**config.mk**
```make
export PLATFORM = sky130hd
export DESIGN_NAME = smu_tx
export DESIGN_NICKNAME = d
export VERILOG_FILES = /design/src/rtl/smu_tx_pkg.sv /design/src/rtl/smu_tx_fifo.sv /design/src/rtl/smu_tx.sv
export SDC_FILE = /design/constraint.sdc
export NUM_CORES = 1
export LEC_CHECK = 0
export ABC_AREA = 1
export ABC_CLOCK_PERIOD_IN_PS = 1580
export CORE_ASPECT_RATIO = 0.75
export CORE_UTILIZATION = 35
export DETAILED_ROUTE_END_ITERATION = 8
export PLACE_DENSITY = 0.57
export SLEW_MARGIN = 30
export SYNTH_ARGS = -nofsm -noshare
export SYNTH_HDL_FRONTEND = slang
export SYNTH_SLANG_ARGS = --single-unit
export TNS_END_PERCENT = 1
```
**constraint.sdc**
```tcl
create_clock -name clk -period 1.58 [get_ports clk]
set_input_delay 0.237 -clock clk [delete_from_list [all_inputs] [get_ports clk]]
set_output_delay 0.237 -clock clk [all_outputs]
set_load 0.02 [all_outputs]
```
**src/rtl/smu_tx_pkg.sv**
```systemverilog
// Shared types and default sizing for the SMU transmit path.
package smu_tx_pkg;

  localparam int unsigned SMU_DATA_WIDTH  = 32'd3;
  localparam int unsigned SMU_PARAM_WIDTH = 32'd3;
  localparam int unsigned SMU_BUFF_SIZE   = 32'd4;

  typedef enum logic [0:0] {
    IDLE = 1'b0,
    SEND = 1'b1
  } smu_state_e;

endpackage

```
**src/rtl/smu_tx_fifo.sv**
```systemverilog
// Depth-counted, show-ahead circular staging FIFO; a push while full is dropped
// and flagged on ovf unless a pop frees the slot in the same cycle.
module smu_tx_fifo
  import smu_tx_pkg::*;
#(
  parameter int DATA_WIDTH = SMU_DATA_WIDTH,
  parameter int BUFF_SIZE  = SMU_BUFF_SIZE
) (
  input  logic                  clk,
  input  logic                  arst_n,
  input  logic                  push,
  input  logic [DATA_WIDTH-1:0] wr_data,
  input  logic                  pop,
  output logic [DATA_WIDTH-1:0] rd_data,
  output logic                  full,
  output logic                  empty,
  output logic                  ovf
);

  localparam int PTR_W   = $clog2(BUFF_SIZE);
  localparam int DEPTH_W = PTR_W + 1;

  logic [DATA_WIDTH-1:0] mem_r [BUFF_SIZE];
  logic [PTR_W-1:0]      wr_ptr_r;
  logic [PTR_W-1:0]      rd_ptr_r;
  logic [DEPTH_W-1:0]    depth_r;
  logic                  full_s;
  logic                  empty_s;
  logic                  do_push_s;
  logic                  do_pop_s;

  function automatic logic [PTR_W-1:0] ptr_inc(input logic [PTR_W-1:0] p);
    if (p == PTR_W'(BUFF_SIZE - 1)) begin
      return {PTR_W{1'b0}};
    end else begin
      return p + PTR_W'(1);
    end
  endfunction

  // Occupancy flags and accepted push/pop qualification.
  always_comb begin
    full_s    = (depth_r == DEPTH_W'(BUFF_SIZE));
    empty_s   = (depth_r == {DEPTH_W{1'b0}});
    do_pop_s  = pop & ~empty_s;
    do_push_s = push & (~full_s | do_pop_s);
    ovf       = push & full_s & ~do_pop_s;
    if (empty_s) begin
      rd_data = {DATA_WIDTH{1'b0}};
    end else begin
      rd_data = mem_r[rd_ptr_r];
    end
  end

  assign full  = full_s;
  assign empty = empty_s;

  // Pointer and depth bookkeeping.
  always_ff @(posedge clk) begin
    if (!arst_n) begin
      wr_ptr_r <= {PTR_W{1'b0}};
      rd_ptr_r <= {PTR_W{1'b0}};
      depth_r  <= {DEPTH_W{1'b0}};
    end else begin
      if (do_push_s) wr_ptr_r <= ptr_inc(wr_ptr_r);
      if (do_pop_s)  rd_ptr_r <= ptr_inc(rd_ptr_r);
      case ({do_push_s, do_pop_s})
        2'b10:   depth_r <= depth_r + DEPTH_W'(1);
        2'b01:   depth_r <= depth_r - DEPTH_W'(1);
        default: depth_r <= depth_r;
      endcase
    end
  end

  // Storage write; contents are qualified by depth, so no reset is needed.
  always_ff @(posedge clk) begin
    if (do_push_s) mem_r[wr_ptr_r] <= wr_data;
  end

endmodule

```
**src/rtl/smu_tx.sv**
```systemverilog
// SMU transmit front end: accepts a beat-count request, then streams that many
// beats from the staging FIFO to the lanes under valid/grant handshaking.
module smu_tx
  import smu_tx_pkg::*;
#(
  parameter int DATA_WIDTH  = SMU_DATA_WIDTH,
  parameter int PARAM_WIDTH = SMU_PARAM_WIDTH,
  parameter int BUFF_SIZE   = SMU_BUFF_SIZE
) (
  input  logic                   clk,
  input  logic                   arst_n,
  input  logic                   req_valid_i,
  input  logic [PARAM_WIDTH-1:0] req_params_i,
  output logic                   req_grant_o,
  input  logic                   wr_en_i,
  input  logic [DATA_WIDTH-1:0]  wr_data_i,
  output logic                   full_o,
  output logic                   empty_o,
  output logic                   lane_valid_o,
  output logic [DATA_WIDTH-1:0]  lane_data_o,
  input  logic                   lane_grant_i,
  output logic                   busy_o,
  output logic                   err_o
);

  smu_state_e             state_r;
  logic [PARAM_WIDTH-1:0] cnt_r;
  logic                   err_r;
  logic                   empty_s;
  logic                   ovf_s;
  logic                   busy_s;
  logic                   lane_valid_s;
  logic                   xfer_s;

  smu_tx_fifo #(
    .DATA_WIDTH (DATA_WIDTH),
    .BUFF_SIZE  (BUFF_SIZE)
  ) u_fifo (
    .clk     (clk),
    .arst_n  (arst_n),
    .push    (wr_en_i),
    .wr_data (wr_data_i),
    .pop     (xfer_s),
    .rd_data (lane_data_o),
    .full    (full_o),
    .empty   (empty_s),
    .ovf     (ovf_s)
  );

  // Lane handshake derived from registered state only, never from the grant.
  always_comb begin
    busy_s       = (state_r == SEND);
    lane_valid_s = busy_s & ~empty_s;
    xfer_s       = lane_valid_s & lane_grant_i;
  end

  assign req_grant_o  = (state_r == IDLE);
  assign busy_o       = busy_s;
  assign lane_valid_o = lane_valid_s;
  assign empty_o      = empty_s;
  assign err_o        = err_r;

  // Request FSM, remaining-beat counter and sticky overflow flag.
  always_ff @(posedge clk) begin
    if (!arst_n) begin
      state_r <= IDLE;
      cnt_r   <= {PARAM_WIDTH{1'b0}};
      err_r   <= 1'b0;
    end else begin
      if (ovf_s) err_r <= 1'b1;
      case (state_r)
        IDLE: begin
          if (req_valid_i && (req_params_i != {PARAM_WIDTH{1'b0}})) begin
            cnt_r   <= req_params_i;
            state_r <= SEND;
          end
        end
        SEND: begin
          if (xfer_s && (cnt_r != {PARAM_WIDTH{1'b0}})) begin
            cnt_r <= cnt_r - PARAM_WIDTH'(1);
            if (cnt_r == PARAM_WIDTH'(1)) state_r <= IDLE;
          end else if (cnt_r == {PARAM_WIDTH{1'b0}}) begin
            // Unreachable in normal operation; recovers rather than stalling.
            state_r <= IDLE;
          end
        end
        default: begin
          state_r <= IDLE;
          cnt_r   <= {PARAM_WIDTH{1'b0}};
        end
      endcase
    end
  end

endmodule

```
Word level (Yosys, flattened, before mapping):

Memories as Yosys holds them, arrays and structs flattened. A register that Yosys moved wholly into a read port is not among the register bits.
Cells that the tools add are included.
Widths: inputs -> output; s select.

* flip-flop bits (word level): 12
* memories: 1
* RAM bits: 12
* input port bits: 11
* output and inout port bits: 9

* bitwise logic cells: 11
* add/sub/neg operators: 5
* multiplexer cells: 16
* reductions and logical operators: 8
* eq/ne operators: 8

Memory list
* u_fifo.mem_r: depth 4, bits a word 3, read ports 1, clocked after Yosys merged registers in 1, wr ports 1, line smu_tx_fifo.sv:23 `logic [DATA_WIDTH-1:0] mem_r [BUFF_SIZE];`

Operators by type and width (number)
* $pmux 3 s2: 2
* $mux 3: 3
* $mux 2: 4
* $and 1x1->1: 6
* $eq 2x2->1 const B: 3
* $logic_not 3->1: 2
* $mux 1: 6
* $reduce_bool 3->1: 2
* $sub 3x1->3 const B: 2
* $add 2x1->2 const B: 2
* $ne 2x1->1 const B: 2
* $not 1->1: 4
* $add 3x1->3 const B: 1
* $eq 3x1->1 const B: 1
* $eq 3x3->1 const B: 1
* $eq 2x1->1 const B: 1
* $logic_and 1x1->1: 2
* $pmux 1 s2: 1
* $reduce_and 2->1: 1
* $reduce_bool 2->1: 1
* $or 1x1->1: 1

Depth between registers and ports, before layout:

Gate-level depths: netlist of run 1.

* depth after elaboration: 9
* gate-level depth with buffers: 11
* mapped depth without buffers: 11

Modules after synthesis:

A second synthesis of run 1 with hierarchy kept.

* cell total of the unflattened synthesis: 158
* area total of the unflattened synthesis: 1325.0 um^2

Modules (own cells, without submodules)
* smu_tx_fifo: sequential area each 540.5 um^2, area an instance 977.2 um^2, instances 1, cells each 103
* smu_tx: sequential area each 100.1 um^2, area an instance 347.8 um^2, instances 1, cells each 55

Worst setup path after synthesis of run 1:

No wires, ideal clock.

* path kind: register -> register
* start: reg state_r (netlist: busy_o)
* end: reg u_fifo.depth_r[2]
* clock period less this slack: 1685 ps
* buffers on the path: 0
* slack: -105 ps
* required time: 1465 ps
* arrival: 1570 ps
* stages on the path, launching flop included: 9
* path through: dfxtp_1 nand3_4 inv_4 nand2_2 fa_1 inv_1 nand4_1 a21oi_1 nor2_1

* longest elaborated chain between the ends: 7
* elaborated cells on any way between the ends: 9
* classes of those cells: 2 x eq/ne; 1 x mux; 5 x bitwise; 1 x reduce/logical

RTL lines
* from (decl): line smu_tx.sv:26 `smu_state_e state_r;`
* from (signal assigned): line smu_tx.sv:66 `state_r <= IDLE;`
* from (signal assigned): line smu_tx.sv:75 `state_r <= SEND;`
* from (signal assigned): line smu_tx.sv:81 `if (cnt_r == PARAM_WIDTH'(1)) state_r <= IDLE;`
* $and 1x1->1 *: line smu_tx.sv:53 `lane_valid_s = busy_s & ~empty_s;`
* $and 1x1->1 *: line smu_tx.sv:54 `xfer_s = lane_valid_s & lane_grant_i;`
* $and 1x1->1 *: line smu_tx_fifo.sv:44 `do_pop_s = pop & ~empty_s;`
* $or 1x1->1: line smu_tx_fifo.sv:45 `do_push_s = push & (~full_s | do_pop_s);`
* $and 1x1->1: line smu_tx_fifo.sv:45
* $eq 2x1->1 / $eq 2x2->1 (equally long branches): line smu_tx_fifo.sv:66 `case ({do_push_s, do_pop_s})`
* $pmux 3 s2 / $reduce_bool 2->1 (equally long branches)
* to (signal assigned): line smu_tx_fifo.sv:67 `2'b10: depth_r <= depth_r + DEPTH_W'(1);`
* to (signal assigned): line smu_tx_fifo.sv:68 `2'b01: depth_r <= depth_r - DEPTH_W'(1);`
* to (signal assigned): line smu_tx_fifo.sv:69 `default: depth_r <= depth_r;`
* to (decl): line smu_tx_fifo.sv:26 `logic [DEPTH_W-1:0] depth_r;`

Mark *: on every way between the ends. The rest lies on a longest branch, timed or not.
A chain may end at the register's enable or synchronous reset.

Worst setup path after layout of run 1:

* start: reg u_fifo.depth_r[0]
* end: reg u_fifo.depth_r[2]

* longest elaborated chain between the ends: 9
* elaborated cells on any way between the ends: 15
* classes of those cells: 2 x add/sub; 3 x eq/ne; 1 x mux; 7 x bitwise; 2 x reduce/logical

RTL lines
* from (signal assigned): line smu_tx_fifo.sv:62 `depth_r <= {DEPTH_W{1'b0}};`
* from (signal assigned): line smu_tx_fifo.sv:67
* from (signal assigned): line smu_tx_fifo.sv:68
* $logic_not 3->1: line smu_tx_fifo.sv:43 `empty_s = (depth_r == {DEPTH_W{1'b0}});`
* $not 1->1: line smu_tx_fifo.sv:44, smu_tx.sv:53
* $and 1x1->1: line smu_tx.sv:53
* $and 1x1->1: line smu_tx.sv:54
* $and 1x1->1: line smu_tx_fifo.sv:44
* $or 1x1->1: line smu_tx_fifo.sv:45
* $and 1x1->1: line smu_tx_fifo.sv:45
* $eq 2x1->1 / $eq 2x2->1 (equally long branches): line smu_tx_fifo.sv:66
* $pmux 3 s2 / $reduce_bool 2->1 (equally long branches)

Parallel ways exist; a longest one is shown, timed or not.

==> results.md, run 1 <==
- Outcome: completed
- Data arrival, critical path: approximately 1.7 ns
- Rows: 18
- First-pass GRT wire length: between 4000 and 5000 µm
- Final setup violation count: 0
- Hold WC Path Type: flop to flop
- WHS Path Cells: 2
- Pre-CTS WS: -0.306 ns
- Die footprint: ~0.004 mm²
- Largest net degree at the start of global routing: 15
- Worst reg2reg path startpoint: u_fifo.depth_r[0]$_SDFFE_PN0P_
- Seq cells post-synth: 26
- N_diodes: 0
- Total GRT Usage: 14.3%
- Max-slew violation count: 0
- Placed Area: between 0.0015 and 0.002 mm²
- Initial antenna violation count: 0
- Crit Path Class: flop to flop
- Fmax: ~0.67 GHz
- Min Tclk post-route: ~1.5 ns
- HPWL Detailed: 1990 µm
- Critical path's most frequent cell: nand2_4
- DRT Pass-1 Iters: 4
- Grt ovf: 0
- CTS tree: done
- Total CTS buffers: 3
- CP cell instances: nor2_4 -> nand2_4 -> nand3_4 -> inv_4 -> nand2_4 -> fa_2 -> inv_2 -> nand4_1 -> nand3_1 -> nand2_1 -> nor2_1
- Clk sinks: 26
- Setup bufs post-CTS: 0
- DR iter-0 viols: 40
- Drc violations: 0
- I/O Pins: 20
- Required time of the critical path: 1.78 ns
- Cell Count Post-Placement: around 230
- Max_cap viols: 0
- CTS HTree Levels: 1
- Mapped Cells: between 100 and 150
- Register Area: between 600 and 700 µm²
- Final WL: about 2500 µm
- Via count: approximately 1,000
- Footprint of the multi-input gates: about 580 µm²
- Final hold slack: a little under 0.5 ns
- Share of cells above drive strength 1: between 20% and 30%
- Synthesis Warnings: 0
- Measured slew at the worst slew-check pin: approximately 0.32 ns
- Sequential area share after synthesis: roughly half
- Slowest CP cell: dfxtp_2
- Clk_skew: 0.00411 ns
- GP Congestion: slightly below 0.8
- Syn_nets: about 170
- CP bufs+invs: 2
- Leak: 0.744 nW
- CTS Hold Bufs: 0
- Post-route insts no fill: 231
- Avg Cell Area, Syn: approximately 8.9 µm²
- Cell variety after synth: 23
- Root buffer cell: clkbuf_8
- Fillers: around 350
- Clk Latency, worst-skew pair: between 0.2 and 0.3 ns
- Pwr/cell area: 878 mW/mm²
- Final #Nets: a little over 200
- Crit end category: flop
- Period utilisation layout: ~94%
- Chip width: 72.5 µm
- Crit path largest cell delay: ~0.37 ns
- Final Hold Viols: 0
- RSZ-0062 raised after global routing: true
- Fin area: 0.00168 mm²
- Core region area: around 0.0034 mm²
- R2R cell count: 11
- Clock Tree Buf Depth: 2
- Final core occ: 49.2%
- Worst Path Max Fanout: 3
- Fin Setup TNS: 0 ns
- Die Ht: 54.9 µm
- Post-route ant nets: 0
- Reg clk slew, reported paths: 0.08 ns
- RR Endpoint: u_fifo.depth_r[2]$_SDFFE_PN0P_
- Mapped cell area: 0.00130 mm²
- I/O Buffers: 19
- Maximum vdd drop: ~0.44 mV
- Drt wl/cell: roughly 11 µm
- Critical path startpoint category: flop
- Vias per cell: 4.40
- Area grow syn2layout: 29.1%
- Slew HR: 78.8%
- Initial Util: 38.1%
- Crit path max-delay family: simple AND/OR/NAND/NOR gates
- PnR Total Power: ~1.5 mW
- Vias in the first global route: between 900 and 1,000
- FF-to-FF setup slack: about 0.095 ns
- Min setup slack post-route: about 0.095 ns
- Min-delay src: u_fifo.rd_ptr_r[1]$_SDFFE_PN0N_
## placed cells by master, fill, tap and decap left out, drive strengths merged
| cell type | n |
|---|---|
| nor2 | 27 |
| inv | 24 |
| nand2 | 20 |
| buf | 14 |
| dfxtp | 14 |
| edfxtp | 12 |
| o21ai | 12 |
| a21oi | 12 |
| nand3 | 11 |
| clkdlybuf4s50 | 10 |
| ha | 8 |
| clkbuf | 5 |
| nand4 | 3 |
| dlymetal6s2s | 2 |
| dlygate4sd2 | 2 |
| o211a | 1 |
| or2 | 1 |
| a31oi | 1 |
| fa | 1 |
| clkinv | 1 |
## layer usage
layer,GRT usage [%],part of all wire (%),up-vias
met5,0,0,-
met4,2.94,0.40,0
met3,3.87,2.8,2
met2,24.3,46,10
met1,18.5,51,457
li1,-,-,548
## cell type report
cell class | instances | area share [%]
clock buffers | 3 | 2.45
clock inverters | 1 | 0.223
inverters | 24 | 5.50
multi-input cells | 97 | 34.6
flip-flops and latches | 26 | 38.7
well taps | 50 | 3.72
repair buffers | 30 | 14.9
## worst max path at each step
stage                                   start  cells after the start                             end
2_1_floorplan  u_fifo.depth_r[0]$_SDFFE_PN0P_                     10  u_fifo.depth_r[2]$_SDFFE_PN0P_
3_3_place_gp                     lane_grant_i                      9  u_fifo.depth_r[2]$_SDFFE_PN0P_
3_5_place_dp                     lane_grant_i                      9  u_fifo.depth_r[2]$_SDFFE_PN0P_
4_1_cts                                  flop                      5                  lane_data_o[1]
5_1_grt        u_fifo.depth_r[0]$_SDFFE_PN0P_                     11  u_fifo.depth_r[2]$_SDFFE_PN0P_
6_report       u_fifo.depth_r[0]$_SDFFE_PN0P_                     11  u_fifo.depth_r[2]$_SDFFE_PN0P_
## cells in the mapped netlist (all sizes together)
cell    count  area share, %
nor2       27            8.3
nand3      11            5.2
ha          8            7.7
or2         1           0.48
a21oi      12            4.9
nand4       3            1.9
a31oi       1           0.48
edfxtp     12             28
inv        24            7.1
nand2      20            7.9
dfxtp      14             21
o211a       1           0.77
fa          1            1.5
o21ai      12            4.6
## registers in the layout (all words and copies together), names as in the netlist, named ones only
name             count
u_fifo.rd_ptr_r      2
busy_o               1
cnt_r                3
u_fifo.wr_ptr_r      2
u_fifo.mem_r        12
u_fifo.depth_r       3
err_o                1
## worst reg2reg max path, cell delays in order, from the launching register on
cell	delay [ns]
dfxtp_2	0.37
nor2_4	0.06
nand2_4	0.07
nand3_4	0.07
inv_4	0.07
nand2_4	0.05
fa_2	0.35
inv_2	0.05
nand4_1	0.11
nand3_1	0.11
nand2_1	0.05
nor2_1	0.07
## power by group
part	switching, mW	total (mW)	internal [mW]	leakage (nW)
registers	0.0292	0.776	0.746	0.228
clock network	0.190	0.364	0.174	0.0231
logic	0.199	0.339	0.140	0.493
## cell families (layout without fill, tap and decap cells)
kind of cell / count (synthesis) / after routing / synth area share [%]
AOI/OAI and AO/OA: 26 / 26 / 10.7
adders and majority gates: 9 / 9 / 9.21
buffers and inverters: 24 / 58 / 7.10
DFF: 26 / 26 / 49.1
and+or+nand+nor: 62 / 62 / 23.8
## what timing repair did
| action | 4_1_cts | 5_1_grt |
|---|---|---|
| endpoints found under the setup margin | 8 | 8 |
| gates resized for setup | 17 | 16 |
| pin swaps | 0 | 2 |
| gates cloned | 0 | 0 |
Power figures use the tool's default switching activity.
==> inputs of run 2 (changes only) <==
--- a/config.mk
+++ b/config.mk
@@ -7,10 +7,12 @@
 export LEC_CHECK = 0
 export ABC_AREA = 1
 export ABC_CLOCK_PERIOD_IN_PS = 1580
+export CAP_MARGIN = 20
 export CORE_ASPECT_RATIO = 0.75
 export CORE_UTILIZATION = 35
 export DETAILED_ROUTE_END_ITERATION = 8
 export PLACE_DENSITY = 0.57
+export REMOVE_ABC_BUFFERS = 1
 export SLEW_MARGIN = 30
 export SYNTH_ARGS = -nofsm -noshare
 export SYNTH_HDL_FRONTEND = slang
==> results.md, run 2 (synthesis results as in run 1) <==
- Outcome: completed
- DRT Pass-1 Iters: 4 (unchanged)
- Grt ovf: 0 (unchanged)
- Drt wl/cell: 11.4 µm (+5.0%)
- Seq pwr share: 51.3% (-1.2 points)
- Switching power: 0.443 mW (+6.0%)
- Rows: 18 (unchanged)
- Root buffer cell: clkbuf_8
- Final Hold Viols: 0 (unchanged)
- Critical Path Sink: u_fifo.depth_r[2]$_SDFFE_PN0P_
- Register Area: 653 µm² (+0.38%)
- Cell Count Post-Placement: 228 (+0.44%)
- PnR Total Power: 1.51 mW (+2.1%)
- RR Endpoint: u_fifo.depth_r[2]$_SDFFE_PN0P_
- Data arrival, critical path: 1.70 ns (about the same)
- Pwr/cell area: 888 mW/mm² (+1.1%)
- Die Ht: 54.9 µm (unchanged)
- Largest register by flop count: u_fifo.mem_r
- Initial antenna violation count: 0 (unchanged)
- Critical path startpoint category: flop
- CTS HTree Levels: 1 (unchanged)
- Clock network power share: 25.5% (+0.9 points)
- Fillers: 332 (-5.7%)
- RSZ-0062 raised after global routing: true
- Required time of the critical path: 1.79 ns (about the same)
- Area grow syn2layout: 30.4%
- Slew HR: 78.5% (-0.29 points)
- Flip-flop count of the largest register after layout: 12 (unchanged)
- Post-route ant nets: 0 (unchanged)
- Clock Tree Buf Depth: 2 (unchanged)
- Crit end category: flop
- Leak: 0.754 nW (+1.4%)
- Drc violations: 0 (unchanged)
- Initial Util: 38.1% (unchanged)
- Die footprint: 0.00398 mm² (unchanged)
- Final WL: 2670 µm (+5.9%)
- Vias per cell: 4.57 (+3.7%)
- Switching Share: 29.4% (+1.1 points)
- GP Congestion: 0.820 (+6.1%)
- Placed Area: 0.00165 mm² (+0.38%)
- Min Tclk post-route: 1.49 ns (-0.0000192 ns)
- I/O Buffers: 19 (unchanged)
- I/O Pins: 20 (unchanged)
- Hold WC Path Type: flop to flop
- Crit Path Class: flop to flop
- Measured slew at the worst slew-check pin: 0.321 ns (+0.00439 ns)
- R2R cell count: 11 (unchanged)
- Max-slew violation count: 0 (unchanged)
- CTS tree: done
- Via count: 1,064 (+4.6%)
- Chip width: 72.5 µm (unchanged)
- Reg clk slew, reported paths: 0.09 ns (about the same)
- Post-route insts no fill: 233 (+0.87%)
- Fin Setup TNS: 0 ns (unchanged)
- First-pass GRT wire length: 4440 µm (+4.2%)
- Footprint of the multi-input gates: 582 µm² (unchanged)
- FF-to-FF setup slack: 0.09 ns (about the same)
- Total GRT Usage: 15.0% (+0.71 points)
- Clk_skew: 0.00438 ns (+0.000271 ns)
- Clk Latency, worst-skew pair: 0.27 ns (about the same)
- Core region area: 0.00342 mm² (unchanged)
- Commonest non-fill, non-tap cell in the layout: nor2_1
- Biggest regs: u_fifo.mem_r x12, cnt_r x3, u_fifo.depth_r x3
- Fin area: 0.00170 mm² (+1.0%)
- Total CTS buffers: 3 (unchanged)
- HPWL Detailed: 2080 µm (+4.4%)
- Period utilisation layout: 94.0% (about the same)
- Share of cells above drive strength 1: 26.2% (+1.4 points)
- Worst reg2reg path startpoint: u_fifo.depth_r[1]$_SDFFE_PN0P_
- DR iter-0 viols: 46 (+15%)
- Max_cap viols: 0 (unchanged)
- Maximum vdd drop: 0.429 mV (-3.2%)
- Combinational power share: 23.2% (+0.3 points)
- Internal power of the cells: 1.07 mW (+0.64%)
- CTS Hold Bufs: 0 (unchanged)
- Critical path launch point: u_fifo.depth_r[1]$_SDFFE_PN0P_
- Final #Nets: 204 (+0.99%)
- Final core occ: 49.7% (+0.51 points)
- Commonest non-fill, non-tap cells in the layout: nor2_1, inv_1, nand2_1, buf_4, edfxtp_1
- Final setup violation count: 0 (unchanged)
- N_diodes: 0 (unchanged)
- Clk sinks: 26 (unchanged)
- Worst Path Max Fanout: 3 (unchanged)
- Largest net degree at the start of global routing: 15 (unchanged)
- Fmax: 0.673 GHz (about the same)
- Vias in the first global route: 1,001 (+3.9%)
-- run 2: changes by cell type in the layout (fill, tap and decap cells not counted), sizes merged --
cell    delta
clkbuf     +1
buf        +1
-- run 2: worst max-delay path: stages, from the launching register on --
cell     delay, ns
dfxtp_2       0.37
nor2_4        0.06
nand2_4       0.07
nand3_4       0.07
inv_4         0.07
nand2_4       0.05
fa_2          0.35
inv_2         0.05
nand4_1       0.11
nand3_1       0.11
nand2_1       0.05
nor2_1        0.07
-- run 2: how the worst min path moves through the flow --
stage,start,endpoint,slack (ns),cells after the start
after global routing,err_o$_SDFFE_PN0P_,err_o$_SDFFE_PN0P_,0.54,2
after global placement,err_o$_SDFFE_PN0P_,err_o$_SDFFE_PN0P_,0.45,2
after CTS,err_o$_SDFFE_PN0P_,err_o$_SDFFE_PN0P_,0.50,2
after detailed placement,err_o$_SDFFE_PN0P_,err_o$_SDFFE_PN0P_,0.47,2
final,err_o$_SDFFE_PN0P_,err_o$_SDFFE_PN0P_,0.51,2
after floorplan,wr_data_i[0],u_fifo.mem_r[0][0]$_DFFE_PP_,0.34,0
-- run 2: area by class of cell --
class / instances / area share [%]
clock buffers: 3 / 2.43
well taps: 50 / 3.68
clock inverters: 1 / 0.221
flip-flops and latches: 26 / 38.4
multi-input cells: 97 / 34.2
repair buffers: 32 / 15.6
inverters: 24 / 5.45
-- run 2: per-stage QoR --
step                setup slack (ns)  hold WS (ns)
finish                        0.0949         0.513
global route                 -0.0759         0.543
CTS                          -0.0411         0.499
detailed placement            -0.297         0.473
global placement              -0.237         0.453
floorplan                     -0.105         0.336
-- run 2: what timing repair did --
item                                    in CTS  in global routing
pin swaps                                    1                  2
gates resized for setup                     18                 17
setup buffers                                0                  1
endpoints found under the setup margin       9                 17
-- run 2: layer usage --
metal | global-route usage (%) | up-vias | routed length (µm)
li1 | - | 551 | -
met1 | 18.4 | 490 | 1290
met5 | 0 | - | 0
met2 | 27.1 | 21 | 1250
met3 | 4.60 | 2 | 117
met4 | 1.96 | 0 | 10
-- run 2: power by group through the flow --
stage	sequential (mW)	clock (mW)	combinational (mW)
after CTS	0.775	0.384	0.356
after global routing	0.782	0.411	0.393
after floorplan	0.788	0	0.206
after global placement	0.787	0	0.358
final	0.775	0.385	0.350
after detailed placement	0.789	0	0.364
==> inputs of run 3 (changes only) <==
--- a/config.mk
+++ b/config.mk
@@ -7,7 +7,7 @@
 export LEC_CHECK = 0
 export ABC_AREA = 1
 export ABC_CLOCK_PERIOD_IN_PS = 1580
-export CAP_MARGIN = 20
+export CAP_MARGIN = 25
 export CORE_ASPECT_RATIO = 0.75
 export CORE_UTILIZATION = 35
 export DETAILED_ROUTE_END_ITERATION = 8
==> results of run 3 <==
The final DEF is identical to that of run 2; final timing and power are the same.
